==> src/rtl/sample_demultiplexer_if.sv <==
// Valid/ready stream bundle used on both sides of the sample demultiplexer.
// The master drives rdy/data, and the slave returns ack.
interface sample_demultiplexer_if #(
    parameter int WIDTH = 8
) ();
    logic             rdy;
    logic [WIDTH-1:0] data;
    logic             ack;

    modport master (output rdy, output data, input ack);
    modport slave  (input rdy, input data, output ack);
endinterface

==> src/rtl/sample_demultiplexer.sv <==
// Reassembles an LSB-first byte stream into BYTES_PER_REC-byte timetag records and counts lost records.
// Define SAMPLE_DEMUX_TIMEOUT_EN to discard a partial record after TIMEOUT_CYCLES idle cycles.
module sample_demultiplexer #(
    parameter int BYTES_PER_REC  = 6,
    parameter int LOST_CNT_W     = 16,
    parameter int TIMEOUT_CYCLES = 1024
) (
    input  logic                  clk,
    input  logic                  reset_n,
    sample_demultiplexer_if.slave  in_bus,
    sample_demultiplexer_if.master out_bus,
    output logic [LOST_CNT_W-1:0] lost_count,
    output logic                  resync_err
);

    localparam int REC_W = 8 * BYTES_PER_REC;
    localparam int IDX_W = $clog2(BYTES_PER_REC);
    localparam logic [IDX_W-1:0] LAST_IDX = IDX_W'(BYTES_PER_REC - 1);

    logic [IDX_W-1:0]      byte_idx;
    logic [REC_W-9:0]      assembly;
    logic [REC_W-1:0]      record_q;
    logic                  record_rdy_q;
    logic [LOST_CNT_W-1:0] lost_q;
    logic                  data_ack;
    logic                  xfer;
    logic                  last_xfer;
    logic                  deliver;
    logic                  timeout;

    // NOTE: data_ack depends only on registered state and record_ack, never on data_rdy or data.
    assign data_ack  = (byte_idx != LAST_IDX) | ~record_rdy_q | out_bus.ack;
    assign xfer      = in_bus.rdy & data_ack;
    assign last_xfer = xfer & (byte_idx == LAST_IDX);
    assign deliver   = record_rdy_q & out_bus.ack;

`ifdef SAMPLE_DEMUX_TIMEOUT_EN
    localparam int IDLE_W = $clog2(TIMEOUT_CYCLES + 1);

    logic [IDLE_W-1:0] idle_cnt;
    logic              resync_q;

    // A transfer in the would-be timeout cycle wins, so the partial record survives.
    assign timeout = ~xfer & (byte_idx != '0) & (idle_cnt == IDLE_W'(TIMEOUT_CYCLES - 1));

    always_ff @(posedge clk or negedge reset_n) begin
        if (!reset_n) begin
            idle_cnt <= '0;
            resync_q <= 1'b0;
        end else begin
            resync_q <= timeout;
            if (xfer || byte_idx == '0 || timeout)
                idle_cnt <= '0;
            else
                idle_cnt <= idle_cnt + 1'b1;
        end
    end

    assign resync_err = resync_q;
`else
    assign timeout    = 1'b0;
    assign resync_err = 1'b0;
`endif

    // NOTE: sequential state uses non-blocking assignments only, so every flop samples pre-edge values.
    always_ff @(posedge clk or negedge reset_n) begin
        if (!reset_n) begin
            byte_idx <= '0;
            assembly <= '0;
        end else if (xfer) begin
            if (byte_idx == LAST_IDX) begin
                byte_idx <= '0;
            end else begin
                byte_idx                   <= byte_idx + 1'b1;
                assembly[8*byte_idx +: 8]  <= in_bus.data;
            end
        end else if (timeout) begin
            byte_idx <= '0;
            assembly <= '0;
        end
    end

    // The final byte bypasses the assembly register and lands directly in the output record.
    always_ff @(posedge clk or negedge reset_n) begin
        if (!reset_n) begin
            record_rdy_q <= 1'b0;
            record_q     <= '0;
        end else if (last_xfer) begin
            record_rdy_q <= 1'b1;
            record_q     <= {in_bus.data, assembly};
        end else if (deliver) begin
            record_rdy_q <= 1'b0;
        end
    end

    always_ff @(posedge clk or negedge reset_n) begin
        if (!reset_n)
            lost_q <= '0;
        else if (deliver && record_q[REC_W-1] && !(&lost_q))
            lost_q <= lost_q + 1'b1;
    end

    assign in_bus.ack   = data_ack;
    assign out_bus.rdy  = record_rdy_q;
    assign out_bus.data = record_q;
    assign lost_count   = lost_q;

endmodule

==> src/flat_wrapper.sv <==
// flat-port wrapper written by rule: the top's interface ports become plain ports
module sample_demultiplexer_flat 
#(
    parameter int BYTES_PER_REC  = 6,
    parameter int LOST_CNT_W     = 16,
    parameter int TIMEOUT_CYCLES = 1024
)
  (clk, reset_n, lost_count, resync_err, in_bus_rdy, in_bus_data, in_bus_ack, out_bus_rdy, out_bus_data, out_bus_ack);
  sample_demultiplexer_if #(.WIDTH(8)) in_bus_i ();
  sample_demultiplexer_if #(.WIDTH((48))) out_bus_i ();
  input  logic clk;
  input  logic reset_n;
  output logic [LOST_CNT_W-1:0] lost_count;
  output logic resync_err;
  input wire logic [$bits(in_bus_i.rdy)-1:0] in_bus_rdy;
  input wire logic [$bits(in_bus_i.data)-1:0] in_bus_data;
  output wire logic [$bits(in_bus_i.ack)-1:0] in_bus_ack;
  output wire logic [$bits(out_bus_i.rdy)-1:0] out_bus_rdy;
  output wire logic [$bits(out_bus_i.data)-1:0] out_bus_data;
  input wire logic [$bits(out_bus_i.ack)-1:0] out_bus_ack;
  assign in_bus_i.rdy = in_bus_rdy;
  assign in_bus_i.data = in_bus_data;
  assign in_bus_ack = in_bus_i.ack;
  assign out_bus_rdy = out_bus_i.rdy;
  assign out_bus_data = out_bus_i.data;
  assign out_bus_i.ack = out_bus_ack;
  sample_demultiplexer #(.BYTES_PER_REC(BYTES_PER_REC), .LOST_CNT_W(LOST_CNT_W), .TIMEOUT_CYCLES(TIMEOUT_CYCLES)) u_core (.clk(clk), .reset_n(reset_n), .in_bus(in_bus_i), .out_bus(out_bus_i), .lost_count(lost_count), .resync_err(resync_err));
endmodule
==> config.mk <==
export PLATFORM = sky130hd
export DESIGN_NAME = sample_demultiplexer_flat
export DESIGN_NICKNAME = d
export VERILOG_FILES = /design/src/rtl/sample_demultiplexer_if.sv /design/src/rtl/sample_demultiplexer.sv /design/src/flat_wrapper.sv
export SDC_FILE = /design/constraint.sdc
export NUM_CORES = 1
export LEC_CHECK = 0
export CAP_MARGIN = 30
export CORE_UTILIZATION = 45
export DETAILED_ROUTE_END_ITERATION = 10
export HOLD_SLACK_MARGIN = 0.1
export PLACE_DENSITY = 0.7
export SLEW_MARGIN = 20
export SYNTH_ARGS = -nofsm -noshare
export SYNTH_HDL_FRONTEND = slang
export SYNTH_SLANG_ARGS = --single-unit
==> constraint.sdc <==
create_clock -name clk -period 2.49 [get_ports clk]
set_clock_uncertainty 0.2 [all_clocks]
set_input_delay 0.3735 -clock clk [delete_from_list [all_inputs] [get_ports clk]]
set_output_delay 0.3735 -clock clk [all_outputs]
set_load 0.005 [all_outputs]
==> summary.txt <==
Cells and area
  • Leading cell type in the layout, fill and taps excluded: dfrtp_1
  • Antenna diode count: 0
  • Fraction of layout cells with a size suffix above 1: 0.1577
  • Syn-to-layout area delta: 26.34%
  • Nets: 497
  • Area occupied by multi-input gates: 1683 um^2
  • Most frequent cells in the layout: dfrtp_1, clkdlybuf4s50_1, nand2_1, o21ai_0, mux2_2
  • Fill count: 842
  • Sequential Area: 2704 um^2

Floorplanning
  • Row count: 36
  • Starting Density: 0.4645
  • I/O pins: 79
  • Die height: 102.5 um
  • Die X: 102.5 um
  • Die area: 10500 um^2
  • Core Box Area: 9774 um^2

Worst setup path
  • Crit path from: u_core.byte_idx[1]
  • Crit path launch type: flip-flop
  • R2R cell count: 6
  • Arr. time, crit path: 1820 ps
  • Worst setup EP type: output port
  • CP Max Fanout: 8
  • Reg2reg start: u_core.byte_idx[1]
  • Critical Path RT: 1920 ps
  • Critical Path End: in_bus_ack
  • Critical setup path kind: flip-flop to output port
  • Worst R2R Setup Slack: 150 ps
  • Critical R2R Capture: u_core.assembly[1]

Drt
  • Routed Antenna Nets: 0
  • Post-Route WL: 9401 um
  • Via-per-instance ratio: 5.067
  • Initial DRT Pass Iterations: 4
  • Final routed DRC violation total: 0
  • Initial DRC count: 142
  • Routed WL per cell: 15.29 um
  • Via count: 3116

Power and ir drop
  • Overall power: 5.961 mW
  • Max VDD drop: 0.0005675 V
  • Leakage power: 2.789 nW
  • Cell area power density: 1039 nW/um^2

Clocking
  • Root Buffer Master: clkbuf_8
  • TritonCTS clock tree: built
  • TritonCTS buffer count: 9
  • Clk buf depth: 2
  • Htree depth: 3
  • Clock Latency Late Sink: 370 ps
  • Clk sinks: 108
  • Clk pin slew, worst setup/hold paths: 90 ps

Global routing
  • Grt ovf: 0
  • Total GRT Usage: 0.1978
  • First-pass GRT wire length: 15590 um
  • Initial antenna violation count: 0
  • Vias in the first global route: 3103
  • Pin count of the biggest net entering global routing: 73

Yosys
  • Post-synthesis net count: 409
  • Post-synth EDFFs: 0
  • Synth warn: 0
  • Area leader, netlist: dfrtp_1
  • Yosys cell types: 36
  • Ys flop type: dfrtp_1
  • Syn Inst Count: 389
  • Cell area after synthesis: 4541 um^2
  • Ranking of synthesized cells by area: dfrtp_1, mux2_2, nand2_1
  • Synth Area per Inst: 11.67 um^2
  • Sequential fraction of the synthesis area: 0.5952
  • Async set-or-reset flop fraction in the synthesized netlist: 1.000
  • Flops & latches, synth: 108
  • Top-area cell type share of the netlist area: 0.5952

Timing
  • Final Cycle Share: 0.9600
  • Min Tclk post-route: 2391 ps
  • Final setup TNS: 0 ps
  • RSZ-0062 raised after global routing: false
  • Final Hold Violating Endpoints: 0
  • Fmax: 418.3 MHz
  • Rel. slew slack: 0.5973
  • Worst-Margin Slew: 604.0 ps
  • Slew Viols, Final: 0
  • Final setup viols: 0

Flow run
  • Max-cap viol count: 0

Place
  • Port Buffers: 77
  • DP HPWL: 6552 um
  • Routability cong.: 0.8007

Run status
  • Status: finished, final reports clean

Hold path
  • Hold Path Class: flip-flop to flip-flop
==> where the power goes <==
part           switching [mW]  internal, mW
registers               0.342          2.43
clock network           0.603         0.400
logic                   0.944          1.25
total                    1.89          4.07
==> per-stage QoR <==
step                utilization  instances  setup WS [ps]  cell area (um^2)  hold WS [ps]
floorplan                     -        389          334.3              4541        -122.1
global placement         0.5655        598          214.3              5528         168.6
detailed placement       0.5655        598          133.9              5528         174.2
CTS                      0.5859        615          41.68              5727         294.9
global route             0.5869        615          18.96              5737         316.1
finish                   0.5869        615          99.49              5737         285.8
==> sequential cells by signal (all words and copies together), names as in the netlist <==
signal	cells
u_core.out_bus.rdy	1
u_core.out_bus.data	48
u_core.byte_idx	3
u_core.lost_count	16
u_core.assembly	40
==> cell type report <==
type / instances / share of cell area
clock buffer: 10 / 0.02399
multi-input combinational: 240 / 0.2933
tap: 133 / 0.02901
clock inverter: 6 / 0.008288
timing repair buffer: 90 / 0.1557
sequential: 108 / 0.4713
inverter: 28 / 0.01832
==> synth_stat cells (2+ instances only) <==
master and n:
and3_1 3, buf_2 5, buf_4 2, clkbuf_1 6
dfrtp_1 108, ha_1 8, inv_1 28, mux2_2 33
mux2i_1 24, nand2_1 67, nand2_2 2, nand3_1 12
nand4_1 6, nor2_1 3, nor3_1 6, nor3_2 2
nor3b_1 2, nor4_1 6, nor4_2 2, o21ai_0 35
or3_1 2, xor2_1 13
==> timing repair <==
action | in CTS | in global routing
hold buffers | 1 | 0
setup buffers | 0 | 0
hold endpoints to repair | 34 | 0
gates cloned | 0 | 0
setup endpoints to repair | 1 | 1
gates resized for setup | 2 | 1
pin swaps | 1 | 0
==> worst min path at each step <==
stage | startpoint | to | depth (start not counted)
floorplan | reset_n | u_core.assembly[0] | 0
global placement | reset_n | u_core.out_bus.data[16] | 1
global route | u_core.out_bus.data[13] | u_core.out_bus.data[13] | 2
finish | u_core.out_bus.data[12] | u_core.out_bus.data[12] | 2
detailed placement | reset_n | u_core.out_bus.data[16] | 1
CTS | reset_n | u_core.out_bus.data[7] | 2
==> critical path, cell delays in order (launching register included) <==
cell and delay (ps):
dfrtp_2 480, inv_1 140, ha_4 180, nand4b_1 160
clkdlybuf4s50_1 480
==> kinds of logic (layout without fill, tap and decap cells) <==
group / count (synthesis) / in the layout / share of synthesized area
muxes: 58 / 58 / 0.1381
and+or+nand+nor: 120 / 120 / 0.1323
AOI/OAI and AO/OA: 39 / 39 / 0.04767
xor gates and xnor gates: 14 / 14 / 0.02701
DFF: 108 / 108 / 0.5952
buffers and inverters: 41 / 134 / 0.03692
other: 1 / 1 / 0.0008259
adders and majority gates: 8 / 8 / 0.02205
==> layer usage <==
layer,wire length [um],track usage,vias to the layer above
met1,4161,0.2635,1543
li1,-,-,1484
met5,0,0,-
met3,424,0.04446,14
met4,175,0.06703,0
met2,4640,0.3200,75
No activity file was read; power rests on OpenSTA's default activity.
==> patch 1: new RTL, same settings <==
Add a define of `SAMPLE_DEMUX_TIMEOUT_EN`.
--- a/src/rtl/sample_demultiplexer.sv
+++ b/src/rtl/sample_demultiplexer.sv
@@ -1,5 +1,7 @@
 // Reassembles an LSB-first byte stream into BYTES_PER_REC-byte timetag records and counts lost records.
 // Define SAMPLE_DEMUX_TIMEOUT_EN to discard a partial record after TIMEOUT_CYCLES idle cycles.
+`define SAMPLE_DEMUX_TIMEOUT_EN
+
 module sample_demultiplexer #(
     parameter int BYTES_PER_REC  = 6,
     parameter int LOST_CNT_W     = 16,
Function: same outputs for any inputs over 4 cycles, from zero or initial values and one cycle with reset_n low; that may be too few to reach the edited logic, so the function may still have changed.
==> patch 1 against the unedited design <==
  * Via count grew 12%
  * Sequential share of layout area shrank 2.1 points
  * Final area grew 16%
  * Routed wire length grew 13%
  * Sequential cell count grew 12
  * Worst setup slack gained 76 ps
  * Maximum frequency grew 3.3%
  * Area after synthesis grew 11%
  * Total power grew 25%
  * Largest cell class unchanged
  * Highest routed layer unchanged
==> patch 1: results (changes against the unedited design) <==
synth top area cells dfrtp_1 (59%), mux2_2 (12%), nand3_1 (4.8%) (was dfrtp_1 (60%), mux2_2 (8.2%), nand2_1 (5.5%)); Worst-Skew Late Latency 510 ps (was 370 ps); first-pass GRT wire length 17300 um (was 15600 um); largest net degree at the start of global routing 45 (was 73); share of cells above drive strength 1 0.215 (was 0.158); initial antenna violation count 0 (unchanged); vias in the first global route 3422 (was 3103); Nets 522 (was 497); Hold Path Class input pin to asynchronous set/reset pin (was flip-flop to flip-flop); Switching Share 0.273 (was 0.317); Static Leak 0.00303 uW (was 0.00279 uW); clock buffer depth 2 (unchanged); GRT Util Overall 0.197 (was 0.198); syn nets 425 (was 409); diode count 0 (unchanged); predominant post-synthesis flop cell dfrtp_1 (unchanged); clock-pin slew on the worst setup and hold paths 60 ps (was 90 ps); max reg flops 48 (unchanged); CTS Buf Count 17 (was 9); TritonRoute pass-1 iters 4 (unchanged); metal2 WL 5270 um (was 4640 um); met1 wire length 4910 um (was 4160 um); global placement routability congestion 0.835 (was 0.801); Arrival @ worst endpoint 2520 ps (was 1820 ps); Critical Path Fanout Max 32 (was 8); number of port buffers 78 (was 77); slew margin rel. 0.613 (was 0.597); peak supply drop 0.568 mV (was 0.567 mV); DRT iter0 DRCs 124 (was 142); Ys Warns 0 (unchanged); met3 routed WL 304 um (was 424 um); H-tree levels 4 (was 3); via count 3481 (was 3116); Max-Cap Viols 0 (unchanged); root buffer cell clkbuf_8 (unchanged); status completed (unchanged); slowest CP cell dfrtp_1 (was dfrtp_2); fill cell count 868 (was 842); Detailed Route WL 10600 um (was 9400 um); synth unique cells 44 (was 36); Seq/Total Area, Yosys 0.594 (was 0.595); Post-synth top cells dfrtp_1 (120), mux2_2 (53), nand3_1 (48), o21ai_1 (30), nor2_1 (18) (was dfrtp_1 (108), nand2_1 (67), o21ai_0 (35), mux2_2 (33), inv_1 (28)); hpwl dp 7400 um (was 6550 um)
## patch 1: changes by cell type in the layout (fill, tap and decap cells not counted), moves of 14 or more
cell       change
clkbuf_16     +16
inv_1         -14
mux2_2        +20
mux2i_1       -24
nand2_1       -50
nand3_1       +36
nor2_1        +15
o21ai_0       -32
o21ai_1       +30
## patch 1: logic make-up (layout without fill, tap and decap cells)
group | after synthesis | count (layout) | synth area share
flops | 120 | 120 | 0.594
simple gates | 122 | 122 | 0.130
fa+ha+maj | 7 | 7 | 0.0173
compound gates | 55 | 55 | 0.0715
xor+xnor | 18 | 18 | 0.0312
mux | 54 | 54 | 0.120
buf+inv | 30 | 140 | 0.0356
## patch 1: what timing repair did
action,CTS,global route
gates cloned,0,0
setup buffers,0,1
endpoints found under the setup margin,1,6
hold buffers,1,0
resized for setup,2,2
endpoints found under the hold margin,41,0
## patch 1: per-layer routing
layer  track usage  vias up
met3        0.0422       11
li1              -     1658
met4        0.0656        0
met5             0        -
met2         0.314       66
met1         0.267     1746
## patch 1: worst paths after layout
kind,start,endpoint,slack [ps],depth (start not counted)
setup / recovery,u_core.byte_idx[0]$_DFFE_PN0P_,u_core.assembly[28]$_DFFE_PN0P_,180,8
hold / removal,reset_n,u_core.assembly[28]$_DFFE_PN0P_,200,2
setup reg to reg,u_core.byte_idx[0]$_DFFE_PN0P_,u_core.assembly[28]$_DFFE_PN0P_,180,8
hold reg to reg,u_core.assembly[10]$_DFFE_PN0P_,u_core.out_bus.data[10]$_DFFE_PN0P_,290,1
max in group asynchronous,reset_n,u_core.assembly[22]$_DFFE_PN0P_,1160,3
min in group clk,u_core.assembly[10]$_DFFE_PN0P_,u_core.out_bus.data[10]$_DFFE_PN0P_,290,1
## patch 1: power by group through the flow
stage          Combinational (uW)  Clock, uW  Sequential (uW)
2_1_floorplan                 944          0             2980
5_1_grt                      2200       2570             3110
3_3_place_gp                 1900          0             3040
6_report                     1980       2440             3040
4_1_cts                      1990       2480             3040
3_5_place_dp                 1970          0             3060
## patch 1: metrics by stage
step,hold slack (ps),util,cells,setup slack [ps],cell area [sq um]
2_1_floorplan,-122,-,406,342,5060
3_3_place_gp,207,0.555,622,176,6040
3_5_place_dp,212,0.555,622,126,6040
4_1_cts,212,0.612,655,11.0,6660
5_1_grt,271,0.613,656,5.90,6680
6_report,203,0.613,656,175,6680
## patch 1: layout make-up
class,count,share of cell area
clock buffer,19,0.0647
inverter,15,0.00918
timing repair buffer,93,0.142
tap,140,0.0262
sequential,120,0.450
clock inverter,13,0.0255
multi-input combinational,256,0.283
## patch 1: worst max-delay path, delay by kind of cell (launching register included)
family / cells / cell delay (ps)
flops: 1 / 480
compound gates: 2 / 480
fa+ha+maj: 2 / 440
simple gates: 2 / 310
buf+inv: 2 / 290
==> patch 2: new RTL, config.mk and constraints unchanged <==
Without the edit above. Put one more register stage on the output `lost_count`, with the module's reset. The value now appears one clock later. The other outputs are not delayed to match.
--- a/src/rtl/sample_demultiplexer.sv
+++ b/src/rtl/sample_demultiplexer.sv
@@ -103,7 +103,13 @@
     assign in_bus.ack   = data_ack;
     assign out_bus.rdy  = record_rdy_q;
     assign out_bus.data = record_q;
-    assign lost_count   = lost_q;
+    always_ff @(posedge clk or negedge reset_n) begin
+        if (!reset_n) begin
+            lost_count <= '0;
+        end else begin
+            lost_count <= lost_q;
+        end
+    end
 
 endmodule
 
Function: changed (a bounded check fails within 10 cycles, from zero or initial values and one cycle with reset_n low).
==> patch 2 against the unedited design <==
  * Final area up 15%
  * Total power is 28% higher
  * Sequential share of layout area is 0.098 points higher
  * Global-route usage shrank 0.30 points
  * Sequential cell count is 16 higher
  * Area after synthesis increased by 7.7%
  * Maximum frequency up 5.1%
  * Critical path depth increased by 2
  * Worst setup slack improved by 120 ps
  * Routed wire length increased by 4.3%
  * Highest routed layer unchanged
  * Hold slack got worse by 52 ps
==> patch 2: results (changes against the unedited design) <==
Switching Share 0.279 (was 0.317); Nets 480 (was 497); clock-pin slew on the worst setup and hold paths 60 ps (was 90 ps); Critical Path Fanout Max 16 (was 8); largest net degree at the start of global routing 63 (was 73); launch point of the worst path u_core.byte_idx[0]$_DFFE_PN0N_ (was u_core.byte_idx[1]$_DFFE_PN0N_); H-tree levels 4 (was 3); multi-input gate share of total cell area 0.255 (was 0.293); status completed (unchanged); syn nets 385 (was 409); Post-synth top cells dfrtp_1 (124), mux2_2 (50), nand2_1 (41), o31ai_1 (23), xor2_1 (14) (was dfrtp_1 (108), nand2_1 (67), o21ai_0 (35), mux2_2 (33), inv_1 (28)); Placed Area 5890 sq um (was 5530 sq um); DR WL/cell 16.1 um (was 15.3 um); P_seq 2980 uW (was 2770 uW); Setup WS pre-CTS 191 ps (was 134 ps); clock buf count 18 (was 10); highest cell delay on the worst timing path 440 ps (was 480 ps); via count 3132 (was 3116); Ys Warns 0 (unchanged); CTS Buf Count 17 (was 9); Comb pwr share 0.265 (was 0.367); Post-Syn Area 4890 sq um (was 4540 sq um); first-pass GRT wire length 16600 um (was 15600 um); Static Leak 0.00315 uW (was 0.00279 uW); number of port buffers 77 (unchanged); Hold Buf Count CTS 2 (was 1); GRT Util Overall 0.195 (was 0.198); growth of design area from synthesis to finish 34.4% (was 26.3%); hold slack 234 ps (was 286 ps); non-clock buffer count in the final layout 91 (was 90); peak supply drop 0.630 mV (was 0.567 mV); global placement routability congestion 0.756 (was 0.801); Final period util 0.913 (was 0.960); synth top area cells dfrtp_1 (63%), mux2_2 (12%), o31ai_1 (3.5%) (was dfrtp_1 (60%), mux2_2 (8.2%), nand2_1 (5.5%)); Seq/Total Area, Yosys 0.635 (was 0.595); Hold Path Class input pin to asynchronous set/reset pin (was flip-flop to flip-flop); Signal inverters 13 (was 28); total net switching power 2140 uW (was 1890 uW); Post-CTS Resized 3 (was 2); Arrival @ worst endpoint 2470 ps (was 1820 ps); fill cell count 803 (was 842); Clock buf/inv share 0.0980 (was 0.0323); multi-input gate count 213 (was 240); DP Cell Count 575 (was 598); Worst-Skew Late Latency 510 ps (was 370 ps); initial antenna violation count 0 (unchanged); reg2reg setup slack 220 ps (was 150 ps); synth unique cells 35 (was 36); Detailed Route WL 9800 um (was 9400 um); vias in the first global route 3276 (was 3103); Mean Syn Cell Area 13.4 sq um (was 11.7 sq um); dominant delay contributor by cell family on the critical path adder cells (was buffers and inverters); flip-flop and latch count 124 (was 108); hpwl dp 6460 um (was 6550 um); DRT iter0 DRCs 110 (was 142); TritonRoute pass-1 iters 5 (was 4); reg2reg end u_core.assembly[14]$_DFFE_PN0P_ (was u_core.assembly[1]$_DFFE_PN0P_); share of cells above drive strength 1 0.224 (was 0.158)
[patch 2: changes by cell type after synthesis, moves of 3 or more]
cell      change
nand2_1      -26
o21ai_0      -25
o31ai_1      +23
mux2_2       +17
dfrtp_1      +16
mux2i_1      -16
inv_1        -15
nand2b_1      +8
buf_2         +5
nand3_1       -5
clkbuf_1      -3
nor4_1        -3
[patch 2: metal layers]
metal / share of wire / vias up / GRT usage / wire (um)
met4: 0.0099 / 0 / 0.0714 / 97
li1: - / 1479 / - / -
met2: 0.51 / 79 / 0.316 / 4970
met5: 0 / - / 0 / 0
met1: 0.44 / 1564 / 0.242 / 4260
met3: 0.048 / 10 / 0.0656 / 469
[patch 2: logic make-up after synthesis]
family / synth area share
AND/OR/NAND/NOR: 0.101
buffers and inverters: 0.0256
flip-flops: 0.635
multiplexers: 0.132
XOR/XNOR: 0.0251
adder cells (fa/ha/maj): 0.0205
AO/OA/AOI/OAI: 0.0612
other: 0.000767
